## src/rtl/bytes_to_bridge.sv

```systemverilog
// Bridge read path: fetches four bytes of an aligned word from a byte memory and returns them big-endian.
// Optional single-entry word cache enabled by defining BYTES_TO_BRIDGE_CACHE_EN.
//
// state | meaning
// IDLE  | waiting for a selected bridge read
// ISSUE | mem_rd strobe visible for byte byte_idx
// WAIT  | counting down memory read latency, capture on terminal count
// DONE  | bridge_rd_data updated, bridge_rd_ready pulse visible
module bytes_to_bridge #(
    parameter logic [31:0] fixed_bits  = 32'h00000000,
    parameter logic [31:0] fixed_mask  = 32'hfffc0000,
    parameter int          read_cycles = 2
) (
    input  logic        clk_74a,
    input  logic        reset,
    input  logic [31:0] bridge_addr,
    input  logic        bridge_rd,
    output logic [31:0] bridge_rd_data,
    output logic        bridge_rd_ready,
    output logic        selected,
    output logic [31:0] mem_address,
    output logic        mem_rd,
    input  logic [7:0]  mem_rd_data,
    output logic        busy,
    input  logic        cache_invalidate
);

    localparam logic [3:0] wait_load = 4'(read_cycles);

    typedef enum logic [1:0] {IDLE, ISSUE, WAIT, DONE} state_t;

    state_t      state;
    logic [29:0] base_word;
    logic [1:0]  byte_idx;
    logic [3:0]  wait_cnt;
    logic [31:0] word_acc;
    logic        accept;
    logic        cache_hit;

    assign selected = (bridge_addr & fixed_mask) == fixed_bits;
    assign accept   = (state == IDLE) && bridge_rd && selected;
    assign busy     = (state != IDLE);

`ifdef BYTES_TO_BRIDGE_CACHE_EN
    logic        cache_valid;
    logic [29:0] cache_base;
    logic [31:0] cache_data;

    assign cache_hit = cache_valid && (cache_base == bridge_addr[31:2]);
`else
    logic unused_cache_invalidate;

    assign cache_hit               = 1'b0;
    assign unused_cache_invalidate = cache_invalidate;
`endif

    always_ff @(posedge clk_74a) begin
        if (reset) begin
            state           <= IDLE;
            base_word       <= '0;
            byte_idx        <= '0;
            wait_cnt        <= '0;
            word_acc        <= '0;
            bridge_rd_data  <= '0;
            bridge_rd_ready <= 1'b0;
            mem_rd          <= 1'b0;
            mem_address     <= '0;
`ifdef BYTES_TO_BRIDGE_CACHE_EN
            cache_valid     <= 1'b0;
            cache_base      <= '0;
            cache_data      <= '0;
`endif
        end else begin
            case (state)
                IDLE: begin
                    if (accept) begin
                        base_word <= bridge_addr[31:2];
                        byte_idx  <= 2'd0;
                        if (cache_hit) begin
`ifdef BYTES_TO_BRIDGE_CACHE_EN
                            bridge_rd_data <= cache_data;
`endif
                            bridge_rd_ready <= 1'b1;
                            state           <= DONE;
                        end else begin
                            mem_rd      <= 1'b1;
                            mem_address <= {bridge_addr[31:2], 2'b00};
                            state       <= ISSUE;
                        end
                    end
                end
                ISSUE: begin
                    mem_rd   <= 1'b0;
                    wait_cnt <= wait_load;
                    state    <= WAIT;
                end
                WAIT: begin
                    wait_cnt <= wait_cnt - 4'd1;
                    // Counter hits zero on this edge: the byte is valid now.
                    if (wait_cnt == 4'd1) begin
                        if (byte_idx == 2'd3) begin
                            bridge_rd_data  <= {word_acc[31:8], mem_rd_data};
                            bridge_rd_ready <= 1'b1;
                            state           <= DONE;
`ifdef BYTES_TO_BRIDGE_CACHE_EN
                            cache_valid <= 1'b1;
                            cache_base  <= base_word;
                            cache_data  <= {word_acc[31:8], mem_rd_data};
`endif
                        end else begin
                            case (byte_idx)
                                2'd0:    word_acc[31:24] <= mem_rd_data;
                                2'd1:    word_acc[23:16] <= mem_rd_data;
                                default: word_acc[15:8]  <= mem_rd_data;
                            endcase
                            byte_idx    <= byte_idx + 2'd1;
                            mem_rd      <= 1'b1;
                            mem_address <= {base_word, byte_idx + 2'd1};
                            state       <= ISSUE;
                        end
                    end
                end
                DONE: begin
                    bridge_rd_ready <= 1'b0;
                    state           <= IDLE;
                end
                default: state <= IDLE;
            endcase
`ifdef BYTES_TO_BRIDGE_CACHE_EN
            // Invalidate overrides a refill landing on the same edge.
            if (cache_invalidate) cache_valid <= 1'b0;
`endif
        end
    end

endmodule
```

## config.mk

```make
export PLATFORM = sky130hd
export DESIGN_NAME = bytes_to_bridge
export DESIGN_NICKNAME = d
export VERILOG_FILES = /design/src/rtl/bytes_to_bridge.sv
export SDC_FILE = /design/constraint.sdc
export NUM_CORES = 1
export LEC_CHECK = 0
export ABC_AREA = 1
export BUFFER_PORTS_ARGS = -buffer_cell sky130_fd_sc_hd__buf_4
export CAP_MARGIN = 20
export CORE_MARGIN = 4
export CORE_UTILIZATION = 25
export CTS_CLUSTER_SIZE = 10
export DETAILED_ROUTE_END_ITERATION = 6
export PLACE_DENSITY = 0.46
export RECOVER_POWER = 25
export SYNTH_ARGS = -nofsm -noshare
export SYNTH_HDL_FRONTEND = slang
export SYNTH_SLANG_ARGS = --single-unit
```

## constraint.sdc

```tcl
create_clock -name clk_74a -period 2.44 [get_ports clk_74a]
set_clock_uncertainty 0.1 [all_clocks]
set_input_delay 0.122 -clock clk_74a [delete_from_list [all_inputs] [get_ports clk_74a]]
set_output_delay 0.122 -clock clk_74a [all_outputs]
set_load 0.05 [all_outputs]
```

-- After elaboration in Yosys (flattened, before gate mapping)
Index checks and enable logic that the tools add are counted.
- $add $sub $neg: 2
- multipliers: 0
- divide/modulo/power cells: 0
- $lt $le $gt $ge: 0
- equal/unequal tests: 10
- shift-type cells: 0
- muxes and demuxes: 20
- bitwise gates (word level): 2
- reductions and logical operators: 20
- operators with widths (kind ; count):
    $mux 32 ; 3
    $pmux 32 s2 ; 1
    $logic_not 32->1 ; 1
    $reduce_and 4->1 ; 5
    $mux 2 ; 6
    $ne 2x2->1 const B ; 4
    $pmux 2 s4 ; 1
    $pmux 4 s2 ; 1
    $reduce_bool 2->1 ; 4
    $eq 2x2->1 const B ; 3
    $reduce_and 3->1 ; 2
    $mux 1 ; 5
    $eq 2x1->1 const B ; 2
    $eq 4x1->1 const B ; 1
    $logic_not 2->1 ; 2
    $pmux 2 s2 ; 1
    $reduce_and 2->1 ; 2
    $sub 4x1->4 const B ; 1
    $pmux 1 s3 ; 1
    $reduce_bool 3->1 ; 1
    $add 2x1->2 const B ; 1
    $logic_and 1x1->1 ; 2
    $not 1->1 ; 2
    $pmux 1 s2 ; 1
    $reduce_or 2->1 ; 1
- flip-flop bits (word level): 128
- bits in latches: 0
- memory bits (writable): 0
- memory bits (read-only): 0
- input port bits: 44
- output and inout bits: 68
- logic and storage cells: 65
- memories kept: 0

-- Depth between registers and ports, before layout
- depth in word-level cells: 5
- depth in mapped cells: 11
- gate-level depth less buffers: 10

-- Worst setup path after synthesis
Ideal clock, no wire load.
- kind: input -> output
- start point: input bridge_addr[29]
- end point: output selected
- data arrival time: 1.820 ns
- required time: 2.218 ns
- setup slack: 0.398 ns
- stages: 3
- buffers on the path: 0
- cell sequence: nor2_1 > nand2_1 > nor4_1
- word-level cells in the longest chain between the ends: 1
- ends and longest elaborated chain (what ; line ; text):
    start, declared ; 16 ; input logic [31:0] bridge_addr,
    $logic_not 32->1 ; 40 ; assign selected = (bridge_addr & fixed_mask) == fixed_bits;
    end, declared ; 20 ; output logic selected,
No other way between the ends.

-- Worst setup path after layout
- start point: register state[0]
- end point: register mem_address[30]
- word-level cells in the longest chain between the ends: 5
- elaborated cells on any way between the ends: 10
- those cells by class: 4 x eq/ne; 1 x mux; 5 x reduce/logical
- ends and longest elaborated chain (what ; line ; text):
    start, declared ; 32 ; state_t state;
    start signal, assigned ; 59 ; state <= IDLE;
    start signal, assigned ; 84 ; state <= DONE;
    start signal, assigned ; 88 ; state <= ISSUE;
    $logic_not 2->1 ; 41, 74 ;
    $logic_and 1x1->1 (2 in series) ; 41 ; assign accept = (state == IDLE) && bridge_rd && selected;
    $ne 2x2->1 (no line) ; -- ;
    $reduce_and 4->1 (no line) ; -- ;
    end signal, assigned ; 87 ; mem_address <= {bridge_addr[31:2], 2'b00};
    end signal, assigned ; 118 ; mem_address <= {base_word, byte_idx + 2'd1};
    end, declared ; 21 ; output logic [31:0] mem_address,
Several ways; a longest one is shown, not always the timed one.
A chain may end at the register's enable or synchronous reset.

==> results.md <==
- Largest net degree at the start of global routing: 67
- Post_cts resized: 0
- Pre-Repair DR Iteration Count: 6
- Vias per cell: 4.08
- Fillers: 2306
- Register bit total from synthesis: 126
- Syn-to-layout area delta: 35.7%
- Hold crit path type: in2reg
- Total Die Area: approximately 23000 µm²
- Flip-flop and latch area: 2520 µm²
- Half-perimeter wire length after placement: 9340 µm
- Remaining antenna violation count: 0
- Final Core Density: 0.348
- Final Hold Vio Count: 0
- First-pass GRT wire length: 23700 µm
- Vias in the first global route: 4587
- CP max stage cell: dfxtp_1
- CTS buffer count: 17
- Die X: about 150 µm
- Arrival time at the worst endpoint: roughly 2.4 ns
- Peak supply drop: 0.000533 V
- Status: finished clean
- R2R Setup Slk: 0.27 ns
- Clk pin slew, worst setup/hold paths: 0.06 ns
- Clock Tree Buf Depth: 2
- Rel. slew slack: 0.545
- Startpoint types: register
- GPL Wtd Cong: between 0.7 and 0.8
- # nets final: 939
- Minimum hold slack: ~0.034 ns
- Area share of the largest cell type after synthesis: 0.481
- Kind of critical path: reg2reg
- Tot GR Track Use: 0.124
- PD cells: around 920 nW/µm²
- Total clock sinks: 126
- Leakage: between 3 and 4 nW
- Drc violations: 0
- Final WS setup: 0.272 ns
- Delay-heaviest family, CP: simple AND/OR/NAND/NOR gates
- Post-synthesis sequential area ratio: 0.481
- Max-Cap Viols: 0
- Wire length per cell: about 12 µm
- Setup TNS: 0 ns
- Final min period: around 2.2 ns
- CP cell instances: inv_1 > ha_1 > nand2_1 > inv_1 > a21oi_1 > nand3_4 > buf_4 > nor2_1 > nor2_1
- Multi-input logic area: ~2200 µm²
- Gate Count Post-Synth: 750
- Worst-Skew Late Latency: just over 0.4 ns
- Largest fanout on the critical path: 17
- Antenna violations before repair: 1
- Least-Margin Pin Slew: 0.685 ns
- Max Fclk: 461 MHz
- Syn avg cell area: 6.99 µm²
- Boundary Pins: 112
- Initial Utilization: 0.256
- Final period utilization: 0.888
- Area contributors post-synth: dfxtp_1 (48%), nand2_1 (16%), nor2_1 (7.6%)
- Netlist Area Pre-Place: 5240 µm²
- TritonCTS clock tree: yes
- CTS Root Buffer Type: clkbuf_16
- RSZ-0062 raised after global routing: false
- Grt ovf: 0
- Post-Syn Nets: 805
- Top cell type by total area after synthesis: dfxtp_1
- Synth warn: 0
- Row count: 52
- Post-synthesis cell type count: 21
- Port bufs: 108
- Die height: 153 µm
- Fraction of layout cells with a size suffix above 1: 0.124
- Routed WL: 14300 µm
- WP buf/inv: 3
- Setup violators final: 0
- H-tree depth: 4
- Final slew viol count: 0
- Critical Path RT: approximately 2.6 ns
- Core outline area: 20400 µm²
- Pre-CTS setup slack: approximately 0.28 ns
- Crit path capture type: register
- Worst path max stage delay: slightly below 0.4 ns
- 1st-iter DRT viols: 196
- Via count: 4764
## placed cells by master, fill, tap and decap left out, types with 2 or more instances in the layout
master / Yosys / routed
clkbuf_16: 0 / 17
nand3_4: 2 / 2
a21oi_1: 70 / 70
buf_4: 0 / 69
buf_12: 0 / 3
nand4_1: 2 / 2
nor2_2: 3 / 3
clkbuf_1: 24 / 50
dfxtp_1: 126 / 126
o21ai_0: 50 / 50
inv_1: 90 / 89
nand3_1: 19 / 19
dlygate4sd3_1: 0 / 36
nor2_1: 106 / 106
inv_2: 1 / 2
bufinv_16: 0 / 3
nand2_1: 217 / 217
clkinv_2: 0 / 5
nor3_1: 8 / 8
ha_1: 11 / 11
clkinvlp_4: 0 / 2
clkbuf_8: 0 / 2
## cell families after synthesis
kind of cell	Yosys count	synth area share
buffers and inverters	132	0.102
AOI/OAI and AO/OA	121	0.116
DFF	126	0.481
and+or+nand+nor	360	0.274
adders and majority gates	11	0.0263
## what timing repair did
| action | 4_1_cts | 5_1_grt |
|---|---|---|
| hold endpoints to repair | 76 | 0 |
| hold buffers | 36 | 0 |
| setup buffers | 0 | 0 |
## sequential cells by signal, summed over array words and instances, names as in the netlist
register,count
wait_cnt,4
base_word,30
word_acc,24
bridge_rd_ready,1
mem_rd,1
state,2
bridge_rd_data,32
mem_address,32
## cells in the mapped netlist (all sizes together)
cell type  instances
nand2            219
buf               17
a221oi             1
a21oi             70
ha                11
dfxtp            126
nor4               1
o21ai             50
nand4              2
nor3               8
nor2             109
inv               91
nand3             21
clkbuf            24
## layer usage
metal | GRT usage | vias up | routed length [µm]
li1 | - | 2569 | -
met1 | 0.168 | 2078 | 7220
met2 | 0.189 | 103 | 6110
met3 | 0.0383 | 14 | 771
met4 | 0.0382 | 0 | 189
met5 | 0 | - | 0
## metrics by stage
step	cells	total power [mW]	cell area (µm²)
6_report	1168	6.56	7110
5_1_grt	1168	6.94	7110
4_1_cts	1167	6.75	7280
3_5_place_dp	1099	4.07	6320
3_3_place_gp	1099	4.08	6320
2_1_floorplan	750	3.58	5240
## worst paths after layout
path	from	endpoint	cells past startpoint
max	state[0]	mem_address[30]	9
min	bridge_addr[26]	mem_address[26]	5
max reg2reg	state[0]	mem_address[30]	9
min reg2reg	base_word[29]	base_word[29]	2
## worst reg2reg max path: cells and delay by family, from the launching register on
kind,cells,cell delay [ns]
flip-flops,1,0.39
AO/OA/AOI/OAI,1,0.29
AND/OR/NAND/NOR,4,0.55
adder cells (fa/ha/maj),1,0.28
buffers and inverters,3,0.47
## layout make-up
class / count / share of cell area
inverters: 91 / 0.0481
well taps: 270 / 0.0475
diodes: 1 / 0.000352
clock inverters: 11 / 0.0195
flip-flops and latches: 126 / 0.355
repair buffers: 156 / 0.157
multi-input cells: 492 / 0.307
clock buffers: 21 / 0.0648
## power breakdown
part | internal [mW] | switching, mW
clock | 1.65 | 0.938
sequential | 2.24 | 0.108
combinational | 0.454 | 1.17
total | 4.35 | 2.22
No activity file was read; power rests on OpenSTA's default activity.
